`config.mk`:
```
export PLATFORM = sky130hd
export DESIGN_NAME = boss_damage_ctrl
export DESIGN_NICKNAME = d
export VERILOG_FILES = /design/src/rtl/boss_damage_ctrl.sv
export SDC_FILE = /design/constraint.sdc
export NUM_CORES = 1
export LEC_CHECK = 0
export BUFFER_PORTS_ARGS = -buffer_cell sky130_fd_sc_hd__buf_2
export CAP_MARGIN = 20
export CORE_ASPECT_RATIO = 2
export CORE_MARGIN = 3
export CORE_UTILIZATION = 40
export CTS_CLUSTER_DIAMETER = 60
export DETAILED_ROUTE_END_ITERATION = 12
export GPL_TIMING_DRIVEN = 0
export PLACE_DENSITY_LB_ADDON = 0.05
export REMOVE_ABC_BUFFERS = 1
export SYNTH_ARGS = -nofsm -noshare
export SYNTH_HDL_FRONTEND = slang
export SYNTH_SLANG_ARGS = --single-unit
```
`constraint.sdc`:
```
create_clock -name clk_i -period 8.05 [get_ports clk_i]
set_input_delay 1.2075 -clock clk_i [delete_from_list [all_inputs] [get_ports clk_i]]
set_output_delay 1.2075 -clock clk_i [all_outputs]
set_load 0.02 [all_outputs]
```
`src/rtl/boss_damage_ctrl.sv`:
```
// boss_damage_ctrl
// Once per game tick, tests the player bullet against the boss hitbox and
// keeps the boss hit-point counter. Drives the HP bus, the one-hot attack
// phase flags, a hit/consume pulse and a sticky dead flag.
//
// Ports
//   clk_i              system clock
//   rst_i              synchronous active-high reset
//   tick_i             one-cycle game-step strobe
//   bullet_valid_i     bullet on screen
//   reimu_bullet{x,y}_i bullet centre (10 b each)
//   boss{x,y}_i        boss centre (10 b each)
//   boss_i             boss present
//   bosshp_o           current HP
//   hit_o              one-cycle pulse when a hit is accepted
//   bullet_consume_o   same pulse, back to the bullet logic
//   enma1_o..enma4_o   one-hot phase flags (all 0 when HP is 0)
//   boss_dead_o        HP reached 0, held until reset
//
// state | meaning
// IDLE  | waiting for tick; burns invulnerability ticks
// CHECK | overlap test on the latched coordinates
// APPLY | apply damage if the overlap flag is set
// DEAD  | terminal, only reset leaves
module boss_damage_ctrl #(
    parameter int HP_MAX  = 450,
    parameter int DMG     = 10,
    parameter int BOSS_HW = 32,
    parameter int BOSS_HH = 32,
    parameter int BUL_H   = 4,
    parameter int IFRAMES = 4,
    parameter int P2      = 337,
    parameter int P3      = 225,
    parameter int P4      = 112
) (
    input  logic       clk_i,
    input  logic       rst_i,
    input  logic       tick_i,
    input  logic       bullet_valid_i,
    input  logic [9:0] reimu_bulletx_i,
    input  logic [9:0] reimu_bullety_i,
    input  logic [9:0] bossx_i,
    input  logic [9:0] bossy_i,
    input  logic       boss_i,
    output logic [9:0] bosshp_o,
    output logic       hit_o,
    output logic       bullet_consume_o,
    output logic       enma1_o,
    output logic       enma2_o,
    output logic       enma3_o,
    output logic       enma4_o,
    output logic       boss_dead_o
);

    localparam int          CW    = (IFRAMES < 1) ? 1 : $clog2(IFRAMES + 1);
    localparam logic [10:0] X_LIM = 11'(BOSS_HW + BUL_H);
    localparam logic [10:0] Y_LIM = 11'(BOSS_HH + BUL_H);

    typedef enum logic [1:0] {S_IDLE, S_CHECK, S_APPLY, S_DEAD} state_t;

    state_t          state_q, state_d;
    logic [9:0]      hp_q, hp_d;
    logic [CW-1:0]   cd_q, cd_d;
    logic [9:0]      bx_q, bx_d, by_q, by_d, sx_q, sx_d, sy_q, sy_d;
    logic            bval_q, bval_d, bact_q, bact_d;
    logic            ovl_q, ovl_d;
    logic            hit_q, hit_d;
    logic [10:0]     dx, dy;
    logic            ovl_calc;

    // Magnitude as larger minus smaller keeps the distance free of wrap.
    always_comb begin
        dx = (bx_q >= sx_q) ? ({1'b0, bx_q} - {1'b0, sx_q}) : ({1'b0, sx_q} - {1'b0, bx_q});
        dy = (by_q >= sy_q) ? ({1'b0, by_q} - {1'b0, sy_q}) : ({1'b0, sy_q} - {1'b0, by_q});
    end

    assign ovl_calc = bval_q & bact_q & (dx <= X_LIM) & (dy <= Y_LIM);

    always_comb begin
        state_d = state_q;
        hp_d    = hp_q;
        cd_d    = cd_q;
        bx_d    = bx_q;
        by_d    = by_q;
        sx_d    = sx_q;
        sy_d    = sy_q;
        bval_d  = bval_q;
        bact_d  = bact_q;
        ovl_d   = ovl_q;
        hit_d   = 1'b0;
        unique case (state_q)
            S_IDLE: begin
                if (tick_i) begin
                    if (cd_q != '0) begin
                        cd_d = cd_q - CW'(1);
                    end else begin
                        bx_d    = reimu_bulletx_i;
                        by_d    = reimu_bullety_i;
                        sx_d    = bossx_i;
                        sy_d    = bossy_i;
                        bval_d  = bullet_valid_i;
                        bact_d  = boss_i;
                        state_d = S_CHECK;
                    end
                end
            end
            S_CHECK: begin
                ovl_d   = ovl_calc;
                state_d = S_APPLY;
            end
            S_APPLY: begin
                state_d = S_IDLE;
                if (ovl_q) begin
                    hit_d = 1'b1;
                    cd_d  = CW'(IFRAMES);
                    if (hp_q <= 10'(DMG)) begin
                        hp_d    = '0;
                        state_d = S_DEAD;
                    end else begin
                        hp_d = hp_q - 10'(DMG);
                    end
                end
            end
            S_DEAD: begin
                state_d = S_DEAD;
            end
        endcase
    end

    always_ff @(posedge clk_i) begin
        if (rst_i) begin
            state_q <= S_IDLE;
            hp_q    <= 10'(HP_MAX);
            cd_q    <= '0;
            bx_q    <= '0;
            by_q    <= '0;
            sx_q    <= '0;
            sy_q    <= '0;
            bval_q  <= 1'b0;
            bact_q  <= 1'b0;
            ovl_q   <= 1'b0;
            hit_q   <= 1'b0;
        end else begin
            state_q <= state_d;
            hp_q    <= hp_d;
            cd_q    <= cd_d;
            bx_q    <= bx_d;
            by_q    <= by_d;
            sx_q    <= sx_d;
            sy_q    <= sy_d;
            bval_q  <= bval_d;
            bact_q  <= bact_d;
            ovl_q   <= ovl_d;
            hit_q   <= hit_d;
        end
    end

    assign bosshp_o         = hp_q;
    assign hit_o            = hit_q;
    assign bullet_consume_o = hit_q;
    assign boss_dead_o      = (state_q == S_DEAD);

    assign enma1_o = (hp_q > 10'(P2));
    assign enma2_o = (hp_q > 10'(P3)) && (hp_q <= 10'(P2));
    assign enma3_o = (hp_q > 10'(P4)) && (hp_q <= 10'(P3));
    assign enma4_o = (hp_q != '0) && (hp_q <= 10'(P4));

endmodule

```
After elaboration in Yosys (flattened, before gate mapping)

Index checks and enable logic that the tools add are counted.

Div/mod/pow operators: 0
Magnitude comparators: 11
Reductions and logical operators: 12
Bitwise operators: 5
Mux-type cells: 13
Equality and inequality tests: 7
Shift-type cells: 0
Add/subtract/negate cells: 6
Multipliers: 0

Operators with widths:

| kind                                                                    | count |
|---|---|
| 10-bit by 10-bit subtractor with 11-bit output                          | 4 |
| 11-bit by 6-bit <= comparator with 1-bit output (second input constant) | 2 |
| 11-bit two-way mux                                                      | 2 |
| 10-bit greater-or-equal comparator                                      | 2 |
| 10-bit by 7-bit > comparator with 1-bit output (second input constant)  | 1 |
| 10-bit by 8-bit > comparator with 1-bit output (second input constant)  | 1 |
| 10-bit by 9-bit > comparator with 1-bit output (second input constant)  | 1 |
| 10-bit by 4-bit <= comparator with 1-bit output (second input constant) | 1 |
| 10-bit by 7-bit <= comparator with 1-bit output (second input constant) | 1 |
| 10-bit by 8-bit <= comparator with 1-bit output (second input constant) | 1 |
| 10-bit by 9-bit <= comparator with 1-bit output (second input constant) | 1 |
| 10-bit two-way mux                                                      | 1 |
| 10-bit nonzero test                                                     | 1 |
| 10-bit by 4-bit subtractor with 10-bit output (second input constant)   | 1 |
| 3-bit two-way mux                                                       | 3 |
| 2-bit two-way mux                                                       | 4 |
| 2-bit != test (second input constant)                                   | 4 |
| 2-bit one-hot mux with 4 select lines                                   | 1 |
| 3-bit one-hot mux with 2 select lines                                   | 1 |
| 2-bit == test (second input constant)                                   | 2 |
| 2-bit AND reduction                                                     | 2 |
| 4-bit AND reduction                                                     | 1 |
| 1-bit bitwise AND                                                       | 3 |
| 1-bit logical AND                                                       | 3 |
| other kinds (9)                                                         | 10 |

Bits in registers: 59
Memories: 0
Bits of input ports: 45
Bits in read-only memories: 0
Latch bits: 0
RAM bits: 0

Depth between registers and ports, before layout

Depth in word-level cells: 5
Depth in mapped cells: 14
Mapped depth without buffers: 12

Worst setup path after synthesis

OpenSTA, ideal clock, no wires.

Kind: register -> output
Start point: reg hp_q[4], in the netlist bosshp_o[4]
End point: out enma3_o
Arrival time: 1526 ps
Cell stages (with the launch flop): 7
Setup slack: 5316 ps
Buffers on the path: 1
Cell sequence: dfxtp_1 -> clkbuf_1 -> and2_1 -> nand3_1 -> nor2_1 -> a21oi_1 -> nor3_1

Word-level cells in the longest chain between the ends: 2
Elaborated cells on any way between the ends: 3
Classes of those cells: order compare: 2; reduce/logical: 1

Ends and longest elaborated chain:

| item                                                                                                              | RTL line | text |
|---|---|---|
| start, declared                                                                                                   | 62       | `logic [9:0] hp_q, hp_d;` |
| start signal, assigned                                                                                            | 133      | `hp_q <= 10'(HP_MAX);` |
| start signal, assigned                                                                                            | 145      | `hp_q <= hp_d;` |
| 10-bit by 7-bit > comparator with 1-bit output or 10-bit by 8-bit <= comparator with 1-bit output (tied branches) | 165      | `assign enma3_o = (hp_q > 10'(P4)) && (hp_q <= 10'(P3));` |
| 1-bit logical AND *                                                                                               | 165      |  |
| end, declared                                                                                                     | 50       | `output logic enma3_o,` |

Mark *: on every way between the ends. The rest lies on a longest branch, timed or not.

Worst setup path after layout

Start point: reg by_q[1]
End point: reg ovl_q

Word-level cells in the longest chain between the ends: 4
Elaborated cells on any way between the ends: 6
Classes of those cells: add/sub: 2; order compare: 2; mux: 1; bitwise: 1

Ends and longest elaborated chain:

| item                                                                                                 | RTL line | text |
|---|---|---|
| start, declared                                                                                      | 64       | `logic [9:0] bx_q, bx_d, by_q, by_d, sx_q, sx_d, sy_q, sy_d;` |
| start signal, assigned                                                                               | 148      | `by_q <= by_d;` |
| 10-bit by 10-bit subtractor with 11-bit output or 10-bit greater-or-equal comparator (tied branches) | 74       | `dy = (by_q >= sy_q) ? ({1'b0, by_q} - {1'b0, sy_q}) : ({1'b0, sy_q} - {1'b0, by_q});` |
| 11-bit two-way mux *                                                                                 | 74       |  |
| 11-bit by 6-bit <= comparator with 1-bit output *                                                    | 77       | `assign ovl_calc = bval_q & bact_q & (dx <= X_LIM) & (dy <= Y_LIM);` |
| 1-bit bitwise AND *                                                                                  | 77       |  |
| end signal, assigned                                                                                 | 153      | `ovl_q <= ovl_d;` |
| end, declared                                                                                        | 66       | `logic ovl_q, ovl_d;` |

Marked as above.
A chain may end at the register's enable or synchronous reset.

==> metrics.txt <==
Final setup viols 0; gpl congestion 0.843; number of buffers inserted to repair setup after CTS 0; EDFF count, synth 0; Sinks on Clock Net 58; area grow syn2layout 15.9%; endpoint type of the worst setup path register; cell types with the largest area share after synthesis dfxtp_1 (29%), ha_1 (14%), nand2_1 (9.1%); Die ar. 0.0114 mm^2; dominant cell by count in the synthesized netlist nand2_1; ratio of final minimum period to clock period 0.445; antenna diode count 0; largest net degree at the start of global routing 58; Worst-Skew Late Latency 320 ps; Layout Skew 3.67 ps; largest area contributor in the synthesized netlist dfxtp_1; final number of hold-violating endpoints 0; element type at the critical path start register; worst hold-check path type reg2reg; Nets 671; Post-Route Hold Slack 458 ps; sequential element share of the synthesized area 0.287; aggregate routed wire length 9.52 mm; synthesized area 0.00405 mm^2; routed vias 3634; detailed-route wire length per cell 13.2 um; IR Drop Worst-Case VDD 161 uV; total global routing track utilization 0.174; Starting Density 0.412; Via-to-Cell Ratio 5.05; maximum clock frequency 279 MHz; portion of synthesized cell area occupied by the leading cell type 0.287; standard-cell row count 51; CTS clock-pin slew for the worst setup and hold paths 50 ps; non-filler instance count after layout 719; Max Cap Violations 0; power density over cell area 443 mW/mm^2; Pre-Repair DR Iteration Count 5; Worst Max-Slew Pin Slew 1050 ps; leakage power of the design 2.03 nW; via count of the first global-routing pass 3700; Port Buffers 60; initial DRC count 106; Resized Gates After CTS 0; crit path kind reg2reg; number of DRC violations after detailed routing 0; synthesis warning total 0; Slew Viols, Final 0; result of the run finished, final reports clean; H-tree levels 3; cell count after placement 703; Final ANT Viol Nets 0; first-pass GRT wire length 16.2 mm; RSZ-0062 raised after global routing false; TritonCTS clock tree done; CTS root buffer clkbuf_16; Slew Limit Headroom 0.302; Core Box Area 0.00983 mm^2; Fin Setup TNS 0 ps; time the final worst path needs with I/O delays and setup 3580 ps; top flip-flop cell by instance count after synthesis dfxtp_1; WP data arrival 3810 ps; distinct cell type count of the synthesized netlist 63; IO Pins 62; Final HPWL DP 7.21 mm; synthesized flop and latch total 58; Num CTS Buffers 9; remaining global-route overflow 0; number of antenna violations at the first check in global routing 0; Max Root-Sink Buffers 2; chip height 148 um; mean area per synthesized cell 7.49 um^2; area of all placed cells without fillers 0.00470 mm^2; CP required 8280 ps; number of instances in the synthesized netlist 541; standard cell area after detailed placement 0.00439 mm^2; async set or reset register ratio after synthesis 0; Max FO, Critical Path 13; share of final-layout standard cells stronger than drive strength 1 0.165; list of most frequent post-synthesis cells nand2_1 (98), a21oi_1 (73), dfxtp_1 (58); post-cts hold buffer count 0; overall die width 77.2 um
==> sequential cells by signal (all words and copies together) (netlist names) <==
| signal | flops |
|---|---|
| sy_q | 10 |
| cd_q | 3 |
| bosshp_o | 9 |
| bx_q | 10 |
| sx_q | 10 |
| bullet_consume_o | 1 |
| bact_q | 1 |
| state_q | 2 |
| by_q | 10 |
| bval_q | 1 |
| ovl_q | 1 |
==> layer usage <==
metal | up-vias | wire, um | global-route usage
met1 | 1656 | 3590 | 0.162
li1 | 1903 | - | -
met3 | 20 | 253 | 0.0327
met5 | - | 0 | 0
met4 | 0 | 290 | 0.0793
met2 | 55 | 5380 | 0.351
==> cells by family after synthesis <==
group | after synthesis | share of synthesized area
flip-flops | 58 | 0.287
multiplexers | 9 | 0.0232
AND/OR/NAND/NOR | 186 | 0.205
other | 1 | 0.000925
AO/OA/AOI/OAI | 142 | 0.230
adder cells (fa/ha/maj) | 44 | 0.136
buffers and inverters | 84 | 0.0821
XOR/XNOR | 17 | 0.0367
==> per-stage QoR <==
step	worst slack [ps]	util	total power, mW
6_report	4470	0.478	2.08
5_1_grt	4260	0.478	2.27
4_1_cts	4410	0.478	2.11
3_5_place_dp	4430	0.447	1.70
3_3_place_gp	4440	0.447	1.68
2_1_floorplan	5260	-	1.43
==> critical path, cell delays in order (launching register included) <==
cell       delay (ps)
dfxtp_1           350
inv_1              50
ha_1              360
nor2b_4           160
o31ai_2           390
a21oi_2           120
a41oi_2           600
mux2i_1           390
a221oi_2          100
xnor2_1           150
nor4_1            410
o2111ai_1         270
o31ai_1           120
==> placed cells by master (no fill, tap or decap), types with 2 or more instances in the layout <==
cell / n
buf_2: 60
a21boi_0: 2
o21ai_0: 5
clkinvlp_4: 2
nand2_1: 97
nor2_1: 33
or4_1: 3
clkbuf_16: 9
nor2b_1: 5
inv_1: 54
xnor2_1: 11
nand3_1: 8
o211ai_1: 3
o21bai_1: 7
o2111ai_1: 2
clkbuf_8: 2
dfxtp_1: 58
xor2_1: 6
nand2b_1: 2
a21o_1: 11
a21oi_1: 73
or2_2: 2
a21o_2: 2
nor3_1: 17
and3_1: 2
nor4_1: 3
ha_1: 44
nand4_1: 2
a211o_1: 3
o2bb2ai_1: 2
and2_2: 2
o31ai_2: 2
mux2_2: 2
a211oi_1: 3
and2_1: 2
a31oi_1: 6
o21a_1: 5
mux2i_1: 6
==> power by group <==
group	internal, mW	switching (mW)	leakage (nW)
logic	0.543	0.735	1.41
registers	0.358	0.0556	0.474
clock network	0.256	0.132	0.145
==> path summary, 6_finish.rpt <==
kind	depth (start not counted)	slack [ps]	endpoint	from
max reg2reg	12	4470	ovl_q	by_q[1]
min reg2reg	2	460	bval_q	bval_q
max	12	4470	ovl_q	by_q[1]
min	2	460	bval_q	bval_q
==> layout make-up <==
type                    instances  area (um^2)
repair buffers                 60          300
flip-flops and latches         58         1160
inverters                      54          203
fillers                      1078         5130
clock inverters                 4         50.0
clock buffers                  12          256
multi-input cells             399         2560
well taps                     132          165
(Power assumes the default switching activity.)
